$ cat src/rtl/ysyx_22050518_wb_pkg.sv
// Writeback unit package: datapath widths, load size encodings and grant encoding.
package ysyx_22050518_wb_pkg;

  localparam int XLEN   = 64;
  localparam int NREG   = 32;
  localparam int REG_AW = $clog2(NREG);

  localparam logic [1:0] SZ_B = 2'd0;
  localparam logic [1:0] SZ_H = 2'd1;
  localparam logic [1:0] SZ_W = 2'd2;
  localparam logic [1:0] SZ_D = 2'd3;

  typedef enum logic {
    GNT_ALU = 1'b0,
    GNT_LSU = 1'b1
  } grant_e;

  // One-hot mask selecting a single architectural register.
  function automatic logic [NREG-1:0] reg_onehot(input logic [REG_AW-1:0] addr);
    return {{(NREG-1){1'b0}}, 1'b1} << addr;
  endfunction

endpackage

$ cat src/rtl/ysyx_22050518_load_ext.sv
// Load extension: selects the low byte/half/word of right-aligned load data and
// sign- or zero-extends it to XLEN; doublewords pass through untouched.
module ysyx_22050518_load_ext
  import ysyx_22050518_wb_pkg::*;
(
  input  logic [XLEN-1:0] i_rdata,
  input  logic [1:0]      i_size,
  input  logic            i_unsigned,
  output logic [XLEN-1:0] o_data
);

  logic w_sign_b;
  logic w_sign_h;
  logic w_sign_w;

  assign w_sign_b = i_rdata[7]  & ~i_unsigned;
  assign w_sign_h = i_rdata[15] & ~i_unsigned;
  assign w_sign_w = i_rdata[31] & ~i_unsigned;

  // Pick the access width and fill the upper bits with the extension bit.
  always_comb begin
    o_data = i_rdata;
    case (i_size)
      SZ_B:    o_data = {{(XLEN-8){w_sign_b}},  i_rdata[7:0]};
      SZ_H:    o_data = {{(XLEN-16){w_sign_h}}, i_rdata[15:0]};
      SZ_W:    o_data = {{(XLEN-32){w_sign_w}}, i_rdata[31:0]};
      SZ_D:    o_data = i_rdata;
      default: o_data = i_rdata;
    endcase
  end

endmodule

$ cat src/rtl/ysyx_22050518_wb_unit.sv
// Writeback unit: arbitrates ALU and LSU results onto the register-file write
// port (one registered write per cycle), tracks pending destinations for issue
// hazard checks and counts accepted writebacks.
// Optional feature: define YSYX_22050518_WB_BYPASS_EN to release busy and
// forward rd in the cycle the matching write is presented.
module ysyx_22050518_wb_unit
  import ysyx_22050518_wb_pkg::*;
(
  input  logic              clk,
  input  logic              rst_n,
  input  logic              alu_valid,
  output logic              alu_ready,
  input  logic [REG_AW-1:0] alu_rd_addr,
  input  logic [XLEN-1:0]   alu_result,
  input  logic              lsu_valid,
  output logic              lsu_ready,
  input  logic [REG_AW-1:0] lsu_rd_addr,
  input  logic [XLEN-1:0]   lsu_rdata,
  input  logic [1:0]        lsu_size,
  input  logic              lsu_unsigned,
  input  logic              iss_valid,
  input  logic [REG_AW-1:0] iss_rd_addr,
  input  logic [REG_AW-1:0] rs1_addr,
  input  logic [REG_AW-1:0] rs2_addr,
  output logic              rs1_busy,
  output logic              rs2_busy,
  output logic              write_en,
  output logic [REG_AW-1:0] rd_addr,
  output logic [XLEN-1:0]   rd,
`ifdef YSYX_22050518_WB_BYPASS_EN
  output logic [XLEN-1:0]   rs1_fwd,
  output logic [XLEN-1:0]   rs2_fwd,
`endif
  output logic [63:0]       retire_cnt
);

  grant_e            r_last_grant;
  logic              r_write_en;
  logic [REG_AW-1:0] r_rd_addr;
  logic [XLEN-1:0]   r_rd;
  logic [63:0]       r_retire_cnt;
  logic [NREG-1:0]   r_pending;

  logic              w_alu_gnt;
  logic              w_lsu_gnt;
  logic              w_acc;
  logic [REG_AW-1:0] w_acc_addr;
  logic [XLEN-1:0]   w_acc_data;
  logic [XLEN-1:0]   w_load_data;
  logic [NREG-1:0]   w_set_mask;
  logic [NREG-1:0]   w_clr_mask;

  ysyx_22050518_load_ext u_load_ext (
    .i_rdata    (lsu_rdata),
    .i_size     (lsu_size),
    .i_unsigned (lsu_unsigned),
    .o_data     (w_load_data)
  );

  // Arbitration: a lone requester wins; under contention the source not granted last time wins.
  always_comb begin
    w_alu_gnt = 1'b0;
    w_lsu_gnt = 1'b0;
    if (!rst_n) begin
      w_alu_gnt = 1'b0;
      w_lsu_gnt = 1'b0;
    end else if (alu_valid && lsu_valid) begin
      w_alu_gnt = (r_last_grant == GNT_LSU);
      w_lsu_gnt = (r_last_grant == GNT_ALU);
    end else begin
      w_alu_gnt = alu_valid;
      w_lsu_gnt = lsu_valid;
    end
  end

  assign alu_ready = w_alu_gnt;
  assign lsu_ready = w_lsu_gnt;
  assign w_acc     = w_alu_gnt | w_lsu_gnt;

  // Select the destination and data of whichever source was granted.
  always_comb begin
    w_acc_addr = {REG_AW{1'b0}};
    w_acc_data = {XLEN{1'b0}};
    if (w_alu_gnt) begin
      w_acc_addr = alu_rd_addr;
      w_acc_data = alu_result;
    end else if (w_lsu_gnt) begin
      w_acc_addr = lsu_rd_addr;
      w_acc_data = w_load_data;
    end else begin
      w_acc_addr = {REG_AW{1'b0}};
      w_acc_data = {XLEN{1'b0}};
    end
  end

  // Scoreboard masks: issue marks a destination, the presented write releases one.
  always_comb begin
    w_set_mask = {NREG{1'b0}};
    w_clr_mask = {NREG{1'b0}};
    if (iss_valid && (iss_rd_addr != {REG_AW{1'b0}})) begin
      w_set_mask = reg_onehot(iss_rd_addr);
    end else begin
      w_set_mask = {NREG{1'b0}};
    end
    if (r_write_en) begin
      w_clr_mask = reg_onehot(r_rd_addr);
    end else begin
      w_clr_mask = {NREG{1'b0}};
    end
  end

  // Output stage: register the accepted result; writes to x0 complete without a strobe.
  always_ff @(posedge clk) begin
    if (!rst_n) begin
      r_write_en   <= 1'b0;
      r_rd_addr    <= {REG_AW{1'b0}};
      r_rd         <= {XLEN{1'b0}};
      r_last_grant <= GNT_ALU;
    end else if (w_acc) begin
      r_write_en   <= (w_acc_addr != {REG_AW{1'b0}});
      r_rd_addr    <= w_acc_addr;
      r_rd         <= w_acc_data;
      r_last_grant <= w_alu_gnt ? GNT_ALU : GNT_LSU;
    end else begin
      r_write_en   <= 1'b0;
    end
  end

  // Retire counter: one per accepted handshake, wrapping naturally.
  always_ff @(posedge clk) begin
    if (!rst_n) begin
      r_retire_cnt <= 64'd0;
    end else if (w_acc) begin
      r_retire_cnt <= r_retire_cnt + 64'd1;
    end
  end

  // Pending scoreboard: a new issue to the same register outranks the clearing write.
  always_ff @(posedge clk) begin
    if (!rst_n) begin
      r_pending <= {NREG{1'b0}};
    end else begin
      r_pending <= (r_pending & ~w_clr_mask) | w_set_mask;
    end
  end

  assign write_en   = r_write_en;
  assign rd_addr    = r_rd_addr;
  assign rd         = r_rd;
  assign retire_cnt = r_retire_cnt;

`ifdef YSYX_22050518_WB_BYPASS_EN
  logic w_rs1_hit;
  logic w_rs2_hit;

  assign w_rs1_hit = r_write_en && (r_rd_addr == rs1_addr);
  assign w_rs2_hit = r_write_en && (r_rd_addr == rs2_addr);
  assign rs1_busy  = r_pending[rs1_addr] && (rs1_addr != {REG_AW{1'b0}}) && !w_rs1_hit;
  assign rs2_busy  = r_pending[rs2_addr] && (rs2_addr != {REG_AW{1'b0}}) && !w_rs2_hit;
  assign rs1_fwd   = w_rs1_hit ? r_rd : {XLEN{1'b0}};
  assign rs2_fwd   = w_rs2_hit ? r_rd : {XLEN{1'b0}};
`else
  assign rs1_busy  = r_pending[rs1_addr] && (rs1_addr != {REG_AW{1'b0}});
  assign rs2_busy  = r_pending[rs2_addr] && (rs2_addr != {REG_AW{1'b0}});
`endif

endmodule
$ cat config.mk
export PLATFORM = sky130hd
export DESIGN_NAME = ysyx_22050518_wb_unit
export DESIGN_NICKNAME = d
export VERILOG_FILES = /design/src/rtl/ysyx_22050518_wb_pkg.sv /design/src/rtl/ysyx_22050518_load_ext.sv /design/src/rtl/ysyx_22050518_wb_unit.sv
export SDC_FILE = /design/constraint.sdc
export NUM_CORES = 1
export LEC_CHECK = 0
export CAP_MARGIN = 20
export CELL_PAD_IN_SITES_DETAIL_PLACEMENT = 0
export CELL_PAD_IN_SITES_GLOBAL_PLACEMENT = 1
export CORE_UTILIZATION = 35
export DETAILED_ROUTE_END_ITERATION = 10
export PLACE_DENSITY_LB_ADDON = 0.2
export SETUP_SLACK_MARGIN = 0.02
export SLEW_MARGIN = 20
export SYNTH_ARGS = -nofsm -noshare
export SYNTH_HDL_FRONTEND = slang
export SYNTH_SLANG_ARGS = --single-unit
$ cat constraint.sdc
create_clock -name clk -period 4.06 [get_ports clk]
set_input_delay 0.609 -clock clk [delete_from_list [all_inputs] [get_ports clk]]
set_output_delay 0.609 -clock clk [all_outputs]
set_load 0.03 [all_outputs]
### Yosys cells after proc, flatten, opt, wreduce, memory -nomap -nowiden

Index checks and enable logic that the tools add are counted.

* reduce and logical (&&, ||, !) cells: 10
* $lt $le $gt $ge: 2
* bitwise gates (word level): 9
* add/subtract/negate cells: 1
* multiplexer cells: 16
* equal/unequal tests: 3
* shift-type cells: 2

Operators with widths (count)
* 64-bit case mux with 4 select lines: 1
* 64-bit two-way mux: 2
* 64-bit by 1-bit adder with 64-bit output (second input constant): 1
* 32-bit two-way mux: 2
* 1-bit by 5-bit left shift with 32-bit output (first input constant): 2
* 32-bit AND: 1
* 32-bit inverter: 1
* 32-bit bitwise OR: 1
* 5-bit nonzero test: 4
* 5-bit by 6-bit less-than comparator with 1-bit output (second input constant): 2
* 1-bit binary-select mux with 5-bit select: 2
* 5-bit two-way mux: 2
* 1-bit two-way mux: 7
* 2-bit equality test (second input constant): 2
* 1-bit logical AND: 4
* 1-bit AND: 3
* 2-bit by 1-bit equality test with 1-bit output (second input constant): 1
* 2-bit logical NOT: 1
* 1-bit inverter: 2
* 2-bit AND reduction: 1
* 1-bit bitwise OR: 1

* output and inout port bits: 138
* input bits: 161
* bits in registers: 167
* logic and storage cells: 49

### Longest topological paths before layout

* word-level depth: 6
* depth in mapped cells: 8
* depth with buffers taken out: 6

### Modules after synthesis

Synthesis repeated with hierarchy kept, for this count alone.

* cells, all modules: 971
* area total of the unflattened synthesis: 8231.6 um2

By module, submodules not included
* ysyx_22050518_wb_unit: cells an instance 819, seq. area each 3323.2 um2, area each 7368.3 um2, times used 1
* ysyx_22050518_load_ext: cells an instance 152, seq. area each 0.0 um2, area each 863.3 um2, times used 1

### Least setup slack after synthesis

OpenSTA, ideal clock, no wires.

* kind: input -> output
* start: input port rs1_addr[1]
* end: output port rs1_busy
* buffers on the path: 1
* data arrival time: 2.219 ns
* setup slack: 1.232 ns
* cell stages on the path: 5
* required time: 3.451 ns
* cell sequence: clkbuf_1 -> mux4_2 -> mux4_2 -> inv_1 -> a21oi_1

* cells in the longest elaborated chain, start to end: 3
* elaborated cells on any way between the ends: 4
* those cells by class: 2 x mux; 2 x reduce/logical

Ends and longest elaborated chain
* from (decl): RTL line ysyx_22050518_wb_unit.sv:23 `input logic [REG_AW-1:0] rs1_addr,`
* 1-bit binary-select mux with 5-bit select: RTL line ysyx_22050518_wb_unit.sv:163 `assign rs1_busy = r_pending[rs1_addr] && (rs1_addr != {REG_AW{1'b0}});`
* 1-bit two-way mux (not written as such): RTL line ysyx_22050518_wb_unit.sv:163
* 1-bit logical AND (*): RTL line ysyx_22050518_wb_unit.sv:163
* to (decl): RTL line ysyx_22050518_wb_unit.sv:25 `output logic rs1_busy,`

Mark *: on every way between the ends. The rest lies on a longest branch, timed or not. The select of a mux whose other input is x is not followed.

### Worst setup path after layout

Ends and elaborated chain as after synthesis.

==> results.yml <==
grt:
  grt_pass1_vias: 8131
  antenna_found_initial: 2
  grt_pass1_wl_um: 44900
  overflow: 0
  grt_max_degree: 75
  grt_usage_pct: 24.1
place:
  dp_hpwl_um: 20900
  numPortBuffers: 298
  place_congestion: 0.845
die:
  start_util_pct: 35.7
  die_w_um: 154
  rows: 55
  die_y_um: 154
  pin_count: 299
  core_sq_mm: 0.0226
  die-area_sq_mm: 0.0237
yosys:
  synth-xor-area-share_pct: 2.71
  syn_area_sq_mm: 0.00808
  synth_most_common_cell: "dfxtp_1"
  syn_avg_cell_area_sq_um: 8.32
  synth_compound_area_share_pct: 24.3
  ys_ff_latch: 166
  ys_types: 55
  seq_area_frac_synth_pct: 41.1
  synth.area.mux_share_pct: 5.26
  synth_top_family_by_area: "compound AO/OA/AOI/OAI gates"
  synth-adder-area-share_pct: 0.155
  synth_area_leaders: "dfxtp_1, o21ai_0, a21oi_1"
  ys_top_cells_by_count: "dfxtp_1, o21ai_0, a21oi_1"
  yosys.area_share.simple_pct: 22.3
  synthCells: 972
  yosysWarnings: 0
  async_flop_share_pct: 0
  syn-num-nets: 1134
  synth.top_cell.area_share_pct: 41.1
  synth.largest_area_cell: "dfxtp_1"
  synth_edf_count: 0
  synthFlopType: "dfxtp_1"
cts:
  cts_hold_buf: 0
  clockBufferDepth: 2
  cts_resized: 0
  clock_latency_ns: 0.43
  numClockSinks: 166
  htreeDepth: 4
  cts-root-buf: "clkbuf_16"
  post_cts_buffers: 0
  cts_tree: "yes"
  clkSlewWorstSetupHoldPaths_ns: 0.08
  cts_buffers: 17
drt:
  vias: 8452
  drt-wirelength-per-cell_um: 18.7
  via_per_inst: 5.51
  drc: 0
  drtIter0Drc: 451
  routed_wl_um: 28700
  dr.pass1.iters: 8
  ant_nets: 0
final_layout:
  nets: 1398
  area_growth_pct: 47.0
  antennaDiodeCount: 0
  fin_util_pct: 52.5
  final_layout_size_suffix_gt1_share_pct: 7.13
timing:
  final_hold_viol_count: 0
  rsz0062_at_grt: "no"
  setup_viol: 0
  max_slew_margin_pct: 46.0
  fmax_mhz: 266
  setup_tns_ns: 0
  maxSlewViolCount: 0
  finalCritPeriodShare_pct: 92.5
  worstMarginPinSlew_ns: 0.811
  finalCriticalPeriod_ns: 3.76
  finClkSkew_ns: 0.0146
hold_path:
  hold_path.class: "reg -> reg"
power_and_ir_drop:
  p_leak_uw: 0.00415
  powerDensity_mw_per_mm2: 348
  ir_drop_mv: 0.201
status:
  status: "finished clean"
critical_path:
  critical_path_class: "in -> out"
  crit_fanout: 9
  critPathArrivalTime_ns: 3.15
  required_ns: 3.45
  cp-start-kind: "primary input"
  endpoint_kind: "primary output"
flow_run:
  maxCapViolCount: 0
final timing paths:
kind,slack (ns),to,startpoint,cells after the start
min reg2reg,0.48,rd[51]$_SDFFE_PN0P_,rd[51]$_SDFFE_PN0P_,2
min,0.48,rd[51]$_SDFFE_PN0P_,rd[51]$_SDFFE_PN0P_,2
max reg2reg,1.42,retire_cnt[63]$_SDFFE_PN0P_,retire_cnt[12]$_SDFFE_PN0P_,5
max,0.30,rs1_busy,rs1_addr[1],6
layout by cell type, fill, tap and decap left out, types with 5 or more instances in the layout:
master and instances:
clkdlybuf4s50_1 296, a222oi_1 7, inv_1 15, xor2_1 21, mux4_2 16, clkbuf_16 17, inv_6 5, a21oi_1 113
nand2_1 106, a21o_1 11, o31ai_1 27, nand2b_1 11, nand3_1 26, a22oi_1 32, dfxtp_1 166, nand4_1 27
and3_1 28, or4_1 21, o21ai_0 117, a311oi_1 12, buf_4 18, or3_1 14, nor2_1 62
cell families after synthesis:
| group | after synthesis |
|---|---|
| AO/OA/AOI/OAI | 334 |
| XOR/XNOR | 25 |
| adder cells (fa/ha/maj) | 1 |
| buffers and inverters | 85 |
| flip-flops | 166 |
| multiplexers | 22 |
| AND/OR/NAND/NOR | 339 |
area by class of cell:
class	count	area (sq um)
Clock inverter	14	158
Multi-Input combinational cell	721	4450
Inverter	16	62.6
Fill cell	2185	10800
Sequential cell	166	3320
Clock buffer	18	439
Tap cell	285	357
Timing Repair Buffer	314	3100
sequential cells by signal (all words and copies together) (netlist names):
register / flops
write_en: 1
rd: 64
r_last_grant: 1
r_pending: 31
retire_cnt: 64
rd_addr: 5
report_power, final:
part	internal (uW)	leakage, uW	total, uW	switching, uW
registers	1700	0.00135	1760	57.0
clock network	894	0.000285	1650	758
logic	343	0.00251	732	389
total	2940	0.00415	4140	1200
critical path: stages:
cell and delay (ns):
clkdlybuf4s50_1 0.79, mux4_2 0.57, mux4_2 0.46, inv_1 0.07
a21oi_1 0.06, clkdlybuf4s50_1 0.59
per-stage QoR:
stage                     std cells  hold slack, ns  total power, uW  area, sq um  setup slack (ns)
after detailed placement       1502           0.468             2530        11300             0.289
after CTS                      1534           0.490             4180        11900             0.283
after floorplan                 972           0.454             2130         8080              1.23
after global placement         1502           0.463             2520        11300             0.333
after global routing           1534           0.515             4310        11900             0.210
final                          1534           0.483             4140        11900             0.304
routing by layer:
metal	up-vias	part of all wire, %	global-route usage (%)
li1	4127	-	-
met1	4023	41	28.2
met2	272	50	42.7
met3	28	7.4	7.30
met4	2	1.5	6.24
met5	-	0.045	0
(Power assumes the default switching activity.)
